`src/rtl/addsub_seq.sv`:
```
// Sequential add/subtract/compare unit for the RV32 datapath.
// Operands are processed CHUNK bits per clock, LSB slice first, with the
// carry rippled between slices through a register. Result and status flags
// are registered once the final slice has been summed.
module addsub_seq #(
    parameter int N     = 32,
    parameter int CHUNK = 8
) (
    input  logic         clk,
    input  logic         reset,
    input  logic         in_valid,
    output logic         in_ready,
    input  logic [1:0]   op,
    input  logic [N-1:0] X,
    input  logic [N-1:0] Y,
    output logic         out_valid,
    input  logic         out_ready,
    output logic [N-1:0] result,
    output logic         carryout,
    output logic         overflow,
    output logic         zero,
    output logic         negative
);

    localparam int K  = N / CHUNK;
    localparam int CW = (K > 1) ? $clog2(K) : 1;

    localparam logic [1:0] OP_ADD  = 2'b00;
    localparam logic [1:0] OP_SUB  = 2'b01;
    localparam logic [1:0] OP_SLT  = 2'b10;
    localparam logic [1:0] OP_SLTU = 2'b11;

    // A width that is not a whole number of slices cannot be swept.
    if ((N % CHUNK) != 0 || CHUNK > N) begin : g_bad_chunk
        $error("addsub_seq: N must be a positive multiple of CHUNK");
    end

    typedef enum logic [1:0] {IDLE, RUN, DONE} state_t;

    state_t          state_q, state_d;
    logic [N-1:0]    x_q;          // shifts right one slice per RUN cycle
    logic [N-1:0]    y_q;          // Y or ~Y, shifted like x_q
    logic [N-1:0]    sum_q;        // slices enter at the top and move down
    logic            x_msb_q;      // operand sign bits kept for overflow
    logic            y_msb_q;
    logic [1:0]      op_q;
    logic            carry_q;
    logic [CW-1:0]   cnt_q;

    logic            last_slice;
    logic [CHUNK:0]  slice_add;
    logic [N-1:0]    sum_next;
    logic            ovf_next;
    logic [N-1:0]    result_next;

    assign last_slice = (cnt_q == CW'(K - 1));
    assign slice_add  = {1'b0, x_q[CHUNK-1:0]} + {1'b0, y_q[CHUNK-1:0]}
                      + {{CHUNK{1'b0}}, carry_q};

    // After K shifts the first slice has arrived at bit 0.
    if (K == 1) begin : g_single
        assign sum_next = slice_add[CHUNK-1:0];
    end else begin : g_multi
        assign sum_next = {slice_add[CHUNK-1:0], sum_q[N-1:CHUNK]};
    end

    assign ovf_next = (x_msb_q == y_msb_q) && (sum_next[N-1] != x_msb_q);

    // Compare ops return a single bit; flags always come from the raw sum.
    always_comb begin
        result_next = sum_next;
        case (op_q)
            OP_SLT:  result_next = {{(N-1){1'b0}}, sum_next[N-1] ^ ovf_next};
            OP_SLTU: result_next = {{(N-1){1'b0}}, ~slice_add[CHUNK]};
            default: result_next = sum_next;
        endcase
    end

    // State register.
    always_ff @(posedge clk) begin
        if (reset) state_q <= IDLE;
        else       state_q <= state_d;
    end

    // Next-state logic and handshake outputs.
    always_comb begin
        state_d   = state_q;
        in_ready  = 1'b0;
        out_valid = 1'b0;
        case (state_q)
            IDLE: begin
                in_ready = 1'b1;
                if (in_valid) state_d = RUN;
            end
            RUN: begin
                if (last_slice) state_d = DONE;
            end
            DONE: begin
                out_valid = 1'b1;
                if (out_ready) state_d = IDLE;
            end
            default: state_d = IDLE;
        endcase
    end

    // Operand capture, slice ripple and final result/flag registers.
    always_ff @(posedge clk) begin
        if (reset) begin
            x_q      <= '0;
            y_q      <= '0;
            sum_q    <= '0;
            x_msb_q  <= 1'b0;
            y_msb_q  <= 1'b0;
            op_q     <= OP_ADD;
            carry_q  <= 1'b0;
            cnt_q    <= '0;
            result   <= '0;
            carryout <= 1'b0;
            overflow <= 1'b0;
            zero     <= 1'b0;
            negative <= 1'b0;
        end else begin
            case (state_q)
                IDLE: begin
                    if (in_valid) begin
                        x_q     <= X;
                        y_q     <= (op == OP_ADD) ? Y : ~Y;
                        x_msb_q <= X[N-1];
                        y_msb_q <= (op == OP_ADD) ? Y[N-1] : ~Y[N-1];
                        op_q    <= op;
                        carry_q <= (op != OP_ADD);
                        cnt_q   <= '0;
                    end
                end
                RUN: begin
                    x_q     <= x_q >> CHUNK;
                    y_q     <= y_q >> CHUNK;
                    sum_q   <= sum_next;
                    carry_q <= slice_add[CHUNK];
                    cnt_q   <= cnt_q + 1'b1;
                    if (last_slice) begin
                        result   <= result_next;
                        carryout <= slice_add[CHUNK];
                        overflow <= ovf_next;
                        zero     <= (sum_next == '0);
                        negative <= sum_next[N-1];
                    end
                end
                default: ;
            endcase
        end
    end

endmodule
```
`config.mk`:
```
export PLATFORM = sky130hd
export DESIGN_NAME = addsub_seq
export DESIGN_NICKNAME = d
export VERILOG_FILES = /design/src/rtl/addsub_seq.sv
export SDC_FILE = /design/constraint.sdc
export NUM_CORES = 1
export LEC_CHECK = 0
export CAP_MARGIN = 10
export CORE_ASPECT_RATIO = 0.6
export CORE_UTILIZATION = 40
export DETAILED_ROUTE_END_ITERATION = 8
export GPL_TIMING_DRIVEN = 0
export PLACE_DENSITY = 0.72
export SETUP_SLACK_MARGIN = 0.2
export SYNTH_ARGS = -nofsm -noshare
export SYNTH_HDL_FRONTEND = slang
export SYNTH_SLANG_ARGS = --single-unit
```
`constraint.sdc`:
```
create_clock -name clk -period 5.7 [get_ports clk]
set_input_delay 0.855 -clock clk [delete_from_list [all_inputs] [get_ports clk]]
set_output_delay 0.855 -clock clk [all_outputs]
set_load 0.005 [all_outputs]
```
==> out/metrics.json <==
{
  "sta": {
    "fin_crit_sh_pct": 57.6,
    "report.final.hold_viol_count": 0,
    "finalHoldWorstSlack_ps": 449,
    "timing.fmax_mhz": 304,
    "worst_slew_margin_rel_pct": 50.1,
    "final_setup_violation_count": 0,
    "timing.setup.tns_ps": 0,
    "final.setup.worst_slack_ps": 2420,
    "rsz0062_at_grt": "false",
    "drv_slew": 0,
    "timing.final.crit_period_ps": 3280,
    "timing.clock.skew_ps": 7.59,
    "worst_slew_pin_slew_ps": 746
  },
  "setup_path": {
    "rr_startpoint": "y_q[0]",
    "critPathArrivalTime_ps": 3620,
    "r2r.worst_path.cells": 8,
    "r2r_setup_slack_ps": 2420,
    "r2r-end": "zero",
    "crit_path_end_kind": "flip-flop",
    "setup.worst_path.class": "flip-flop to flip-flop",
    "critPathRequiredTime_ps": 6030,
    "worstPathMaxFanout": 3,
    "critical_path.startpoint_type": "flip-flop"
  },
  "synthesis": {
    "synth_top_cells_by_area": "sky130_fd_sc_hd__dfxtp_1, sky130_fd_sc_hd__a21oi_1, sky130_fd_sc_hd__nand2_1, sky130_fd_sc_hd__nor2_1, sky130_fd_sc_hd__xor2_1",
    "synth.yosys.warnings": 0,
    "synth_top_area_share_pct": 47.1,
    "synth_top_cells_by_count": "sky130_fd_sc_hd__dfxtp_1, sky130_fd_sc_hd__nand2_1, sky130_fd_sc_hd__nor2_1",
    "ys_seq_area_share_pct": 47.1,
    "synth.most_common_cell": "sky130_fd_sc_hd__dfxtp_1",
    "avgSynthCellArea_sq_um": 8.21,
    "synthesis.nets": 769,
    "synth.largest_area_cell": "sky130_fd_sc_hd__dfxtp_1",
    "synth-edff-count": 0,
    "synth-async-reset-ratio_pct": 0,
    "dominantRegCellSynth": "sky130_fd_sc_hd__dfxtp_1",
    "ys_ff_latch": 133,
    "syn_inst": 689,
    "netlist-cell-type-count": 45,
    "syn_area_sq_um": 5660
  },
  "routing": {
    "vias": 5429,
    "drc_errors": 0,
    "drt-initial-drc-count": 505,
    "wire_per_inst_um": 16.8,
    "via_cell_ratio": 5.33,
    "firstDrtPassIters": 5,
    "totalWireLength_um": 17100,
    "post_detailed_route_count_of_antenna_violating_nets": 0
  },
  "global_route": {
    "first_global_vias": 5009,
    "initial_antenna_violation_count": 0,
    "grt_util_all_layers_pct": 24.5,
    "grt_max_degree": 17,
    "grt_pass1_wl_um": 27000,
    "overflow": 0
  },
  "placement": {
    "post_dp_cell_area_sq_um": 6960,
    "setup_slack_at_placement_ps": 2520,
    "globalplace.congestion": 0.891,
    "place.port_buffers": 106,
    "placedCellCount": 987,
    "place.detailed.hpwl_um": 12600
  },
  "floorplanning": {
    "die_extent_in_y_um": 94.1,
    "die-area_sq_um": 14600,
    "num_io_pins": 108,
    "start_util_pct": 41.3,
    "fp.coreArea_sq_um": 13700,
    "floorplan.rows": 33,
    "dieWidth_um": 156
  },
  "finish": {
    "num-fill-cells": 1274,
    "instances_no_fill": 1018,
    "layout.nets": 894,
    "layout.cell_area.non_filler_sq_um": 7560,
    "diodes": 0,
    "drive_gt1_share_pct": 4.36,
    "layout-area-overhead-vs-synth_pct": 33.5
  },
  "hold_path": {
    "timing.hold.worst_path_depth": 2,
    "hold_path_end": "result[10]",
    "min_path_type": "flip-flop to flip-flop",
    "worst_hold_startpoint": "result[10]"
  },
  "clock_network": {
    "clk-insertion-delay-late_ps": 420,
    "clkSlewWorstSetupHoldPaths_ps": 60,
    "clock_tree.htree_level_count": 4,
    "ctsHoldBuffers": 0,
    "cts_sinks": 133,
    "clock-root-buffer": "sky130_fd_sc_hd__clkbuf_16",
    "ctsLongestPathBuffers": 2,
    "cts-buffers-inserted": 17,
    "ctsResizeCount": 0,
    "tritoncts": "done",
    "cts_post_setup_buffers_inserted": 0
  },
  "power_and_ir_drop": {
    "worst_ir_drop_vdd_mv": 0.207,
    "static-leakage-power_nw": 2.69,
    "pwr_density_cell_nw_per_um2": 325
  },
  "flow_run": {
    "max-cap-violations": 0
  },
  "run_status": {
    "outcome": "completed"
  }
}
==> cell families after synthesis <==
group                    after synthesis  share of synthesized area [%]
AND/OR/NAND/NOR                      288                           22.8
AO/OA/AOI/OAI                        160                           17.8
flip-flops                           133                           47.1
buffers and inverters                 61                           4.18
XOR/XNOR                              36                           5.57
adder cells (fa/ha/maj)               11                           2.65
==> where the power goes <==
group | switching [mW] | internal, mW
sequential | 0.0368 | 0.976
clock | 0.400 | 0.726
combinational | 0.184 | 0.133
==> placed cells by master (no fill, tap or decap), types with 4 or more instances in the layout <==
| cell type | n |
|---|---|
| sky130_fd_sc_hd__dfxtp_1 | 133 |
| sky130_fd_sc_hd__nor4_1 | 9 |
| sky130_fd_sc_hd__xor2_1 | 28 |
| sky130_fd_sc_hd__a22oi_1 | 22 |
| sky130_fd_sc_hd__nand3b_1 | 25 |
| sky130_fd_sc_hd__a221oi_1 | 25 |
| sky130_fd_sc_hd__xnor2_1 | 8 |
| sky130_fd_sc_hd__clkbuf_1 | 51 |
| sky130_fd_sc_hd__ha_1 | 8 |
| sky130_fd_sc_hd__nor3_1 | 7 |
| sky130_fd_sc_hd__clkbuf_16 | 17 |
| sky130_fd_sc_hd__inv_1 | 7 |
| sky130_fd_sc_hd__nor2_1 | 99 |
| sky130_fd_sc_hd__clkdlybuf4s50_1 | 106 |
| sky130_fd_sc_hd__a21oi_1 | 95 |
| sky130_fd_sc_hd__bufinv_16 | 4 |
| sky130_fd_sc_hd__nand2_1 | 112 |
| sky130_fd_sc_hd__nand3_1 | 16 |
| sky130_fd_sc_hd__clkinv_2 | 4 |
==> state kept, by name, indices dropped and copies added (netlist names), 2 cells and up <==
name and flops:
result 32, state_q 2, cnt_q 2, sum_q 24, y_q 32, x_q 32, op_q 2
==> area by class of cell <==
cell class	count	area (sq um)	share of cell area, %
timing repair buffer	106	1060	14.0
buffer	54	210	2.78
clock buffer	21	440	5.83
inverter	7	26.3	0.348
clock inverter	10	156	2.07
sequential	133	2660	35.2
tap	192	240	3.18
multi-input combinational	495	2760	36.5
==> routing by layer <==
| metal | vias to the layer above | share of wire, % | track usage, % |
|---|---|---|---|
| met2 | 262 | 38 | 32.2 |
| met5 | - | 0 | 0 |
| met3 | 11 | 10 | 6.83 |
| met4 | 0 | 0.88 | 6.13 |
| met1 | 2517 | 51 | 37.8 |
| li1 | 2639 | - | - |
==> critical path, stage by stage (launching register included) <==
cell and delay, ps:
sky130_fd_sc_hd__dfxtp_1 370, sky130_fd_sc_hd__inv_1 80, sky130_fd_sc_hd__fa_1 450, sky130_fd_sc_hd__fa_1 600
sky130_fd_sc_hd__nor4b_1 380, sky130_fd_sc_hd__nand4_1 130, sky130_fd_sc_hd__or4_1 550, sky130_fd_sc_hd__or4_1 440
sky130_fd_sc_hd__o31ai_2 190
==> metrics by stage <==
stage               power, mW  utilization, %
detailed placement       1.34            50.8
CTS                      2.46            55.1
floorplan                1.21               -
finish                   2.46            55.1
global placement         1.34            50.8
global route             2.54            55.1
==> how the worst max path moves through the flow <==
stage / startpoint / to / slack, ps / depth (start not counted)
floorplan: x_q[0] / zero / 2990 / 8
global placement: y_q[0] / zero / 2500 / 8
detailed placement: y_q[0] / zero / 2520 / 8
CTS: y_q[0] / zero / 2470 / 8
global route: y_q[0] / zero / 2360 / 8
finish: y_q[0] / zero / 2420 / 8
No activity file was read; power rests on OpenSTA's default activity.
